<file path="src/rtl/abajo_proc_unit.sv">
// -----------------------------------------------------------------------------
// abajo_proc_unit
//   8-bit datapath of the 18-bit-instruction soft processor. The external
//   control FSM steers it cycle by cycle. It holds the instruction register,
//   an 8x8 register file, the ALU with its carry/zero flags and the
//   writeback mux. It also exports the decoded instruction fields and the
//   flags back to the FSM.
//
// Ports
//   clk_i       in   1   clock, rising edge
//   rst_i       in   1   asynchronous reset, active low
//   ClkEn_e     in   1   clock enable; 0 freezes all state
//   inst_dat_i  in   18  instruction word
//   inst_ack_i  in   1   instruction valid; loads IR
//   data_dat_i  in   8   data-memory read data (writeback source)
//   port_dat_i  in   8   I/O port read data (writeback source)
//   RegMux_c    in   2   writeback select: ALU / data / port / IR[7:0]
//   RegWrt_c    in   1   register-file write enable
//   op2_c       in   1   ALU operand B: 0 immediate IR[7:0], 1 R[IR[4:2]]
//   ALUOp_c     in   4   ALU operation
//   op_e        out  3   IR[16:14]
//   func_e      out  3   IR[2:0]
//   addr_e      out  12  IR[11:0]
//   disp_e      out  8   IR[7:0]
//   offset_e    out  8   IR[7:0]
//   rs_o        out  8   R[IR[10:8]], combinational
//   carry_e     out  1   carry flag
//   zero_e      out  1   zero flag
// -----------------------------------------------------------------------------

// Register file: one synchronous write port, two asynchronous read ports.
//   clk_i/rst_i  clock, async active-low reset
//   we_i         write enable (already qualified with the clock enable)
//   wa_i/wd_i    write address / data
//   ra_a_i/ra_b_i, rd_a_o/rd_b_o  read addresses / data
module abajo_proc_unit_regfile (
  input  logic       clk_i,
  input  logic       rst_i,
  input  logic       we_i,
  input  logic [2:0] wa_i,
  input  logic [7:0] wd_i,
  input  logic [2:0] ra_a_i,
  input  logic [2:0] ra_b_i,
  output logic [7:0] rd_a_o,
  output logic [7:0] rd_b_o
);

  logic [7:0] mem [0:7];

  // NOTE: the array is reset explicitly because software relies on every
  // register reading 0 after reset; this forces flops rather than RAM macros.
  always_ff @(posedge clk_i or negedge rst_i) begin
    if (!rst_i) begin
      for (int i = 0; i < 8; i++) mem[i] <= 8'h00;
    end else if (we_i) begin
      mem[wa_i] <= wd_i;
    end
  end

  assign rd_a_o = mem[ra_a_i];
  assign rd_b_o = mem[ra_b_i];

endmodule

module abajo_proc_unit (
  input  logic        clk_i,
  input  logic        rst_i,
  input  logic        ClkEn_e,
  input  logic [17:0] inst_dat_i,
  input  logic        inst_ack_i,
  input  logic [7:0]  data_dat_i,
  input  logic [7:0]  port_dat_i,
  input  logic [1:0]  RegMux_c,
  input  logic        RegWrt_c,
  input  logic        op2_c,
  input  logic [3:0]  ALUOp_c,
  output logic [2:0]  op_e,
  output logic [2:0]  func_e,
  output logic [11:0] addr_e,
  output logic [7:0]  disp_e,
  output logic [7:0]  offset_e,
  output logic [7:0]  rs_o,
  output logic        carry_e,
  output logic        zero_e
);

  localparam logic [1:0] MUX_ALU  = 2'b00;
  localparam logic [1:0] MUX_DATA = 2'b01;
  localparam logic [1:0] MUX_PORT = 2'b10;
  localparam logic [1:0] MUX_IMM  = 2'b11;

  localparam logic [3:0] OP_ADD    = 4'b0000;
  localparam logic [3:0] OP_ADDC   = 4'b0001;
  localparam logic [3:0] OP_SUB    = 4'b0010;
  localparam logic [3:0] OP_SUBC   = 4'b0011;
  localparam logic [3:0] OP_AND    = 4'b0100;
  localparam logic [3:0] OP_OR     = 4'b0101;
  localparam logic [3:0] OP_XOR    = 4'b0110;
  localparam logic [3:0] OP_ANDNOT = 4'b0111;
  localparam logic [3:0] OP_SHL    = 4'b1000;
  localparam logic [3:0] OP_SHR    = 4'b1001;
  localparam logic [3:0] OP_ROL    = 4'b1010;
  localparam logic [3:0] OP_ROR    = 4'b1011;

  logic [17:0] ir_q;
  logic        carry_q;
  logic        zero_q;

  // Instruction fields
  logic [2:0] rd_sel;
  logic [2:0] rs_sel;
  logic [2:0] rs2_sel;
  logic [7:0] imm;
  logic [2:0] cnt;

  assign rd_sel  = ir_q[13:11];
  assign rs_sel  = ir_q[10:8];
  assign rs2_sel = ir_q[4:2];
  assign imm     = ir_q[7:0];
  assign cnt     = ir_q[7:5];

  logic [7:0] op_a;
  logic [7:0] rs2_val;
  logic [7:0] op_b;
  logic [7:0] wb_data;
  logic       reg_we;

  assign reg_we = ClkEn_e & RegWrt_c;

  abajo_proc_unit_regfile registers (
    .clk_i  (clk_i),
    .rst_i  (rst_i),
    .we_i   (reg_we),
    .wa_i   (rd_sel),
    .wd_i   (wb_data),
    .ra_a_i (rs_sel),
    .ra_b_i (rs2_sel),
    .rd_a_o (op_a),
    .rd_b_o (rs2_val)
  );

  assign op_b = op2_c ? rs2_val : imm;

  // ---------------------------------------------------------------------------
  // ALU
  // ---------------------------------------------------------------------------
  // Carry-in only participates in addc/subc.
  logic       cin;
  logic [8:0] sum9;
  logic [8:0] diff9;
  logic [15:0] shl_w;
  logic [15:0] shr_w;
  logic [15:0] rol_w;
  logic [15:0] ror_w;

  assign cin   = (ALUOp_c == OP_ADDC || ALUOp_c == OP_SUBC) ? carry_q : 1'b0;
  assign sum9  = {1'b0, op_a} + {1'b0, op_b} + {8'h00, cin};
  // Bit 8 of the 9-bit difference is the borrow out.
  assign diff9 = {1'b0, op_a} - {1'b0, op_b} - {8'h00, cin};
  // Shifts are done in a 16-bit window so the last bit shifted out lands at a
  // fixed position next to the result; for cnt=0 that position holds 0.
  assign shl_w = {8'h00, op_a} << cnt;
  assign shr_w = {op_a, 8'h00} >> cnt;
  assign rol_w = {op_a, op_a} << cnt;
  assign ror_w = {op_a, op_a} >> cnt;

  logic [7:0] alu_res;
  logic       alu_carry;
  logic       alu_zero;

  // NOTE: every output of this block is given a default first, so no path
  // through the case statement can leave a value unassigned and infer a latch.
  always_comb begin
    alu_res   = 8'h00;
    alu_carry = 1'b0;
    unique case (ALUOp_c)
      OP_ADD, OP_ADDC: begin
        alu_res   = sum9[7:0];
        alu_carry = sum9[8];
      end
      OP_SUB, OP_SUBC: begin
        alu_res   = diff9[7:0];
        alu_carry = diff9[8];
      end
      OP_AND:    alu_res = op_a & op_b;
      OP_OR:     alu_res = op_a | op_b;
      OP_XOR:    alu_res = op_a ^ op_b;
      OP_ANDNOT: alu_res = op_a & ~op_b;
      OP_SHL: begin
        alu_res   = shl_w[7:0];
        alu_carry = shl_w[8];
      end
      OP_SHR: begin
        alu_res   = shr_w[15:8];
        alu_carry = shr_w[7];
      end
      OP_ROL: begin
        alu_res   = rol_w[15:8];
        alu_carry = (cnt != 3'd0) & rol_w[8];
      end
      OP_ROR: begin
        alu_res   = ror_w[7:0];
        alu_carry = (cnt != 3'd0) & ror_w[7];
      end
      default: begin
        alu_res   = 8'h00;
        alu_carry = 1'b0;
      end
    endcase
  end

  assign alu_zero = (alu_res == 8'h00);

  // Writeback source select
  always_comb begin
    wb_data = alu_res;
    unique case (RegMux_c)
      MUX_ALU:  wb_data = alu_res;
      MUX_DATA: wb_data = data_dat_i;
      MUX_PORT: wb_data = port_dat_i;
      MUX_IMM:  wb_data = imm;
      default:  wb_data = alu_res;
    endcase
  end

  // ---------------------------------------------------------------------------
  // State: IR and flags
  // ---------------------------------------------------------------------------
  // NOTE: sequential state uses non-blocking assignments so every flop samples
  // pre-edge values; this is what lets a write use the old IR while the IR
  // loads a new word on the same edge.
  always_ff @(posedge clk_i or negedge rst_i) begin
    if (!rst_i) begin
      ir_q <= 18'h0_0000;
    end else if (ClkEn_e && inst_ack_i) begin
      ir_q <= inst_dat_i;
    end
  end

  // Flags follow only ALU writebacks; loads and port reads leave them alone.
  always_ff @(posedge clk_i or negedge rst_i) begin
    if (!rst_i) begin
      carry_q <= 1'b0;
      zero_q  <= 1'b0;
    end else if (reg_we && RegMux_c == MUX_ALU) begin
      carry_q <= alu_carry;
      zero_q  <= alu_zero;
    end
  end

  // ---------------------------------------------------------------------------
  // Outputs to the control FSM
  // ---------------------------------------------------------------------------
  assign op_e     = ir_q[16:14];
  assign func_e   = ir_q[2:0];
  assign addr_e   = ir_q[11:0];
  assign disp_e   = ir_q[7:0];
  assign offset_e = ir_q[7:0];
  assign rs_o     = op_a;
  assign carry_e  = carry_q;
  assign zero_e   = zero_q;

endmodule

</file>
<file path="config.mk">
export PLATFORM = sky130hd
export DESIGN_NAME = abajo_proc_unit
export DESIGN_NICKNAME = d
export VERILOG_FILES = /design/src/rtl/abajo_proc_unit.sv
export SDC_FILE = /design/constraint.sdc
export NUM_CORES = 1
export LEC_CHECK = 0
export CORE_ASPECT_RATIO = 1.75
export CORE_UTILIZATION = 45
export DETAILED_ROUTE_END_ITERATION = 7
export HOLD_SLACK_MARGIN = 0.02
export PLACE_DENSITY = 0.72
export RECOVER_POWER = 25
export SYNTH_ARGS = -nofsm -noshare
export SYNTH_HDL_FRONTEND = slang
export SYNTH_SLANG_ARGS = --single-unit
</file>
<file path="constraint.sdc">
create_clock -name clk_i -period 4.05 [get_ports clk_i]
set_input_delay 0.405 -clock clk_i [delete_from_list [all_inputs] [get_ports clk_i]]
set_output_delay 0.405 -clock clk_i [all_outputs]
set_load 0.02 [all_outputs]
</file>
==> impl_metrics.py <==
metrics = {
    "timing": {
        "fin_skew_ns": 0.0113,
        "holdWs_ns": 0.504,
        "final-setup-viol-count": 0,
        "fin_ws_ns": 0.00903,
        "worst_slew_pin_slew_ns": 2.76,
        "slew_viol_final": 53,
        "hold_viol": 0,
        "fin_crit_sh_pct": 99.8,
        "fmax_mhz": 247,
        "grt_setup_unrepaired": "true",
        "finalCriticalPeriod_ns": 4.04,
        "slew-limit-headroom_pct": -83.8,
    },
    "grt": {
        "track_usage_pct": 35.2,
        "antenna_found_initial": 0,
        "grt_first_pass_wirelength_um": 42700,
        "grt_max_degree": 53,
        "grt_pass1_vias": 7291,
        "grt-ovfl-total": 0,
    },
    "job": {
        "drv_cap": 1,
    },
    "floorplan": {
        "die_area_um2": 16300,
        "initial_utilization_pct": 46.0,
        "io_pins": 90,
        "die_h_um": 168,
        "coreArea_um2": 15400,
        "die_x_um": 96.8,
        "num_rows": 60,
    },
    "clock_network": {
        "cts_buffers": 9,
        "path_clk_slew_ns": 0.07,
        "clk_latency_ns": 0.35,
        "clockRootBuffer": "clkbuf_16",
        "clock_path_buffers": 2,
        "hold_buffers": 0,
        "cts_tree": "built",
        "cts.sink_count": 83,
        "ctsHtreeMaxLevel": 3,
    },
    "layout": {
        "layout.nets": 1017,
        "final_cell_mix": "buf_4, clkdlybuf4s50_1, nor2_1, dfrtp_1, nand2_1",
        "drive_gt1_share_pct": 34.6,
        "mostFrequentLayoutCell": "buf_4",
        "diodes": 0,
        "fin_cells": 1131,
        "syn2layout_area_growth_pct": 36.6,
        "finalInstanceArea_um2": 9670,
    },
    "critical_path": {
        "critPathTopFamily": "compound AO/OA/AOI/OAI gates",
        "critPathSlowestCell": "dfrtp_2",
        "cp-start-kind": "flip-flop",
        "path_max_fanout": 8,
        "path_cells": "buf_6 > buf_6 > and2b_1 > a22oi_2 > nand2_1 > inv_2 > buf_6 > fa_2 > fa_2 > a21o_1 > a21o_1 > a21oi_2 > a21oi_2 > nor4_4 > o211ai_1 > buf_4 > o31ai_4 > buf_6 > o21ai_1",
        "cp-startpoint": "ir_q[8]",
        "worst-path-buf-inv": 6,
        "cpMostUsedCell": "buf_6",
        "cp-end-kind": "flip-flop",
        "reg2reg_from": "ir_q[8]",
        "crit_required_ns": 4.26,
        "arrival_ns": 4.25,
        "slowest_delay_ns": 0.46,
        "crit_type": "reg -> reg",
    },
    "placed_design": {
        "dpl_cell_area_um2": 8760,
        "io_buffers": 88,
        "post-place-ws_ns": -0.567,
        "dp.cells": 1094,
        "globalplace.congestion": 1.02,
        "hpwl_um": 22100,
    },
    "synthesis": {
        "synth-seq-cells": 83,
        "syn_nets": 843,
        "synth-seq-area-share_pct": 29.3,
        "synthArstFlopShare_pct": 100,
        "synth_edf_count": 0,
        "avgSynthCellArea_um2": 9.24,
        "synthFlopType": "dfrtp_1",
        "yosysWarnings": 0,
        "syn_inst": 766,
        "syn_area_um2": 7080,
        "yosysUniqueCellTypes": 74,
    },
    "routing": {
        "drc": 0,
        "drt-pass1-iter-count": 5,
        "wl_per_cell_um": 25.6,
        "vias": 7245,
        "drt-total-wl_um": 28900,
        "detail-route-antenna-nets": 0,
        "drt_iter0_drc": 495,
        "via_per_inst": 6.41,
    },
    "outcome": {
        "status": "complete, but fails checks",
        "violations": "max-capacitance violations, max-slew violations",
    },
    "worst_hold_path": {
        "hold_class": "reg -> reg",
        "worstHoldStart": "ir_q[14]",
    },
    "pwr": {
        "finalPower_mw": 7.47,
        "vdd_ir_drop_max_v": 0.000397,
        "powerDensity_nw_per_um2": 772,
        "p_leak_nw": 4.13,
    },
}
==> layout make-up <==
type | instances | area [um2]
fillers | 1294 | 5720
multi-input cells | 568 | 4810
well taps | 186 | 233
clock inverters | 6 | 70.1
repair buffers | 243 | 2110
flip-flops and latches | 83 | 2080
clock buffers | 10 | 239
inverters | 35 | 131
==> state kept, by name, summed over array words and instances, names as in the netlist <==
register	cells
zero_e	1
registers.mem	64
carry_e	1
ir_q	17
==> Yosys cell counts (all sizes together) (4+ instances only) <==
library cell | n | area share (%)
o31ai | 5 | 0.53
a22oi | 18 | 1.9
and2 | 5 | 0.44
nor4 | 4 | 0.35
inv | 32 | 1.7
clkbuf | 38 | 2.0
ha | 27 | 4.8
fa | 4 | 1.1
a21o | 10 | 1.1
o221ai | 4 | 0.49
buf | 42 | 4.4
o22ai | 5 | 0.44
mux4 | 29 | 9.4
o32ai | 4 | 0.49
a211oi | 9 | 0.95
mux2i | 29 | 4.1
a32oi | 8 | 0.99
o21ai | 28 | 2.0
a41oi | 4 | 0.49
nor3 | 6 | 0.42
nand4 | 10 | 0.88
mux2 | 47 | 7.8
nor2 | 78 | 4.1
a21oi | 53 | 3.7
and3 | 4 | 0.35
nand3 | 18 | 1.3
nand2 | 60 | 3.3
or3 | 4 | 0.35
nand2b | 10 | 0.88
dfrtp | 83 | 29
a31oi | 15 | 1.3
o211ai | 7 | 0.74
o21a | 5 | 0.53
==> per-stage QoR <==
step | TNS, ns | utilization (%)
2_1_floorplan | 0 | -
3_3_place_gp | -11.04 | 56.9
3_5_place_dp | -12.44 | 56.9
4_1_cts | -1.02 | 61.3
5_1_grt | -1.22 | 62.8
6_report | 0 | 62.8
==> timing repair <==
item,CTS,global route
setup endpoints to repair,44,49
gates resized for setup,57,47
setup buffers,16,5
pin swaps,19,25
==> worst reg2reg max path, cell delays in order (launching register included) <==
cell and delay (ns):
dfrtp_2 0.46, buf_6 0.15, buf_6 0.11, and2b_1 0.21
a22oi_2 0.08, nand2_1 0.12, inv_2 0.08, buf_6 0.13
fa_2 0.38, fa_2 0.40, a21o_1 0.23, a21o_1 0.21
a21oi_2 0.16, a21oi_2 0.07, nor4_4 0.33, o211ai_1 0.17
buf_4 0.18, o31ai_4 0.20, buf_6 0.19, o21ai_1 0.06
==> layer usage <==
layer | GRT usage, % | vias to the layer above | share of wire (%)
met4 | 30.5 | 0 | 9.9
met3 | 4.19 | 146 | 5.0
met2 | 63.1 | 375 | 52
met1 | 35.8 | 3548 | 34
met5 | 0 | - | 0
li1 | - | 3176 | -
==> power by group <==
group,total [mW],internal (mW),switching (mW)
clock,0.849,0.500,0.349
combinational,5.15,2.54,2.61
sequential,1.47,1.17,0.303
==> cells by family (layout without fill, tap and decap cells) <==
| group | count (synthesis) | in the layout | synth area share, % |
|---|---|---|---|
| buffers and inverters | 115 | 294 | 8.27 |
| and+or+nand+nor | 229 | 229 | 16.0 |
| xor gates and xnor gates | 2 | 2 | 0.247 |
| muxes | 105 | 105 | 21.3 |
| adders and majority gates | 31 | 31 | 5.90 |
| DFF | 83 | 83 | 29.3 |
| AOI/OAI and AO/OA | 201 | 201 | 19.0 |
==> worst paths after layout <==
| kind | depth (start not counted) | slack [ns] | end |
|---|---|---|---|
| max | 19 | 0.009 | registers.mem[60] |
| min | 1 | 0.50 | ir_q[14] |
| max reg2reg | 19 | 0.009 | registers.mem[60] |
| min reg2reg | 1 | 0.50 | ir_q[14] |
| max in group asynchronous | 1 | 1.34 | ir_q[9] |
| min in group asynchronous | 1 | 0.94 | ir_q[8] |
(Power assumes the default switching activity.)
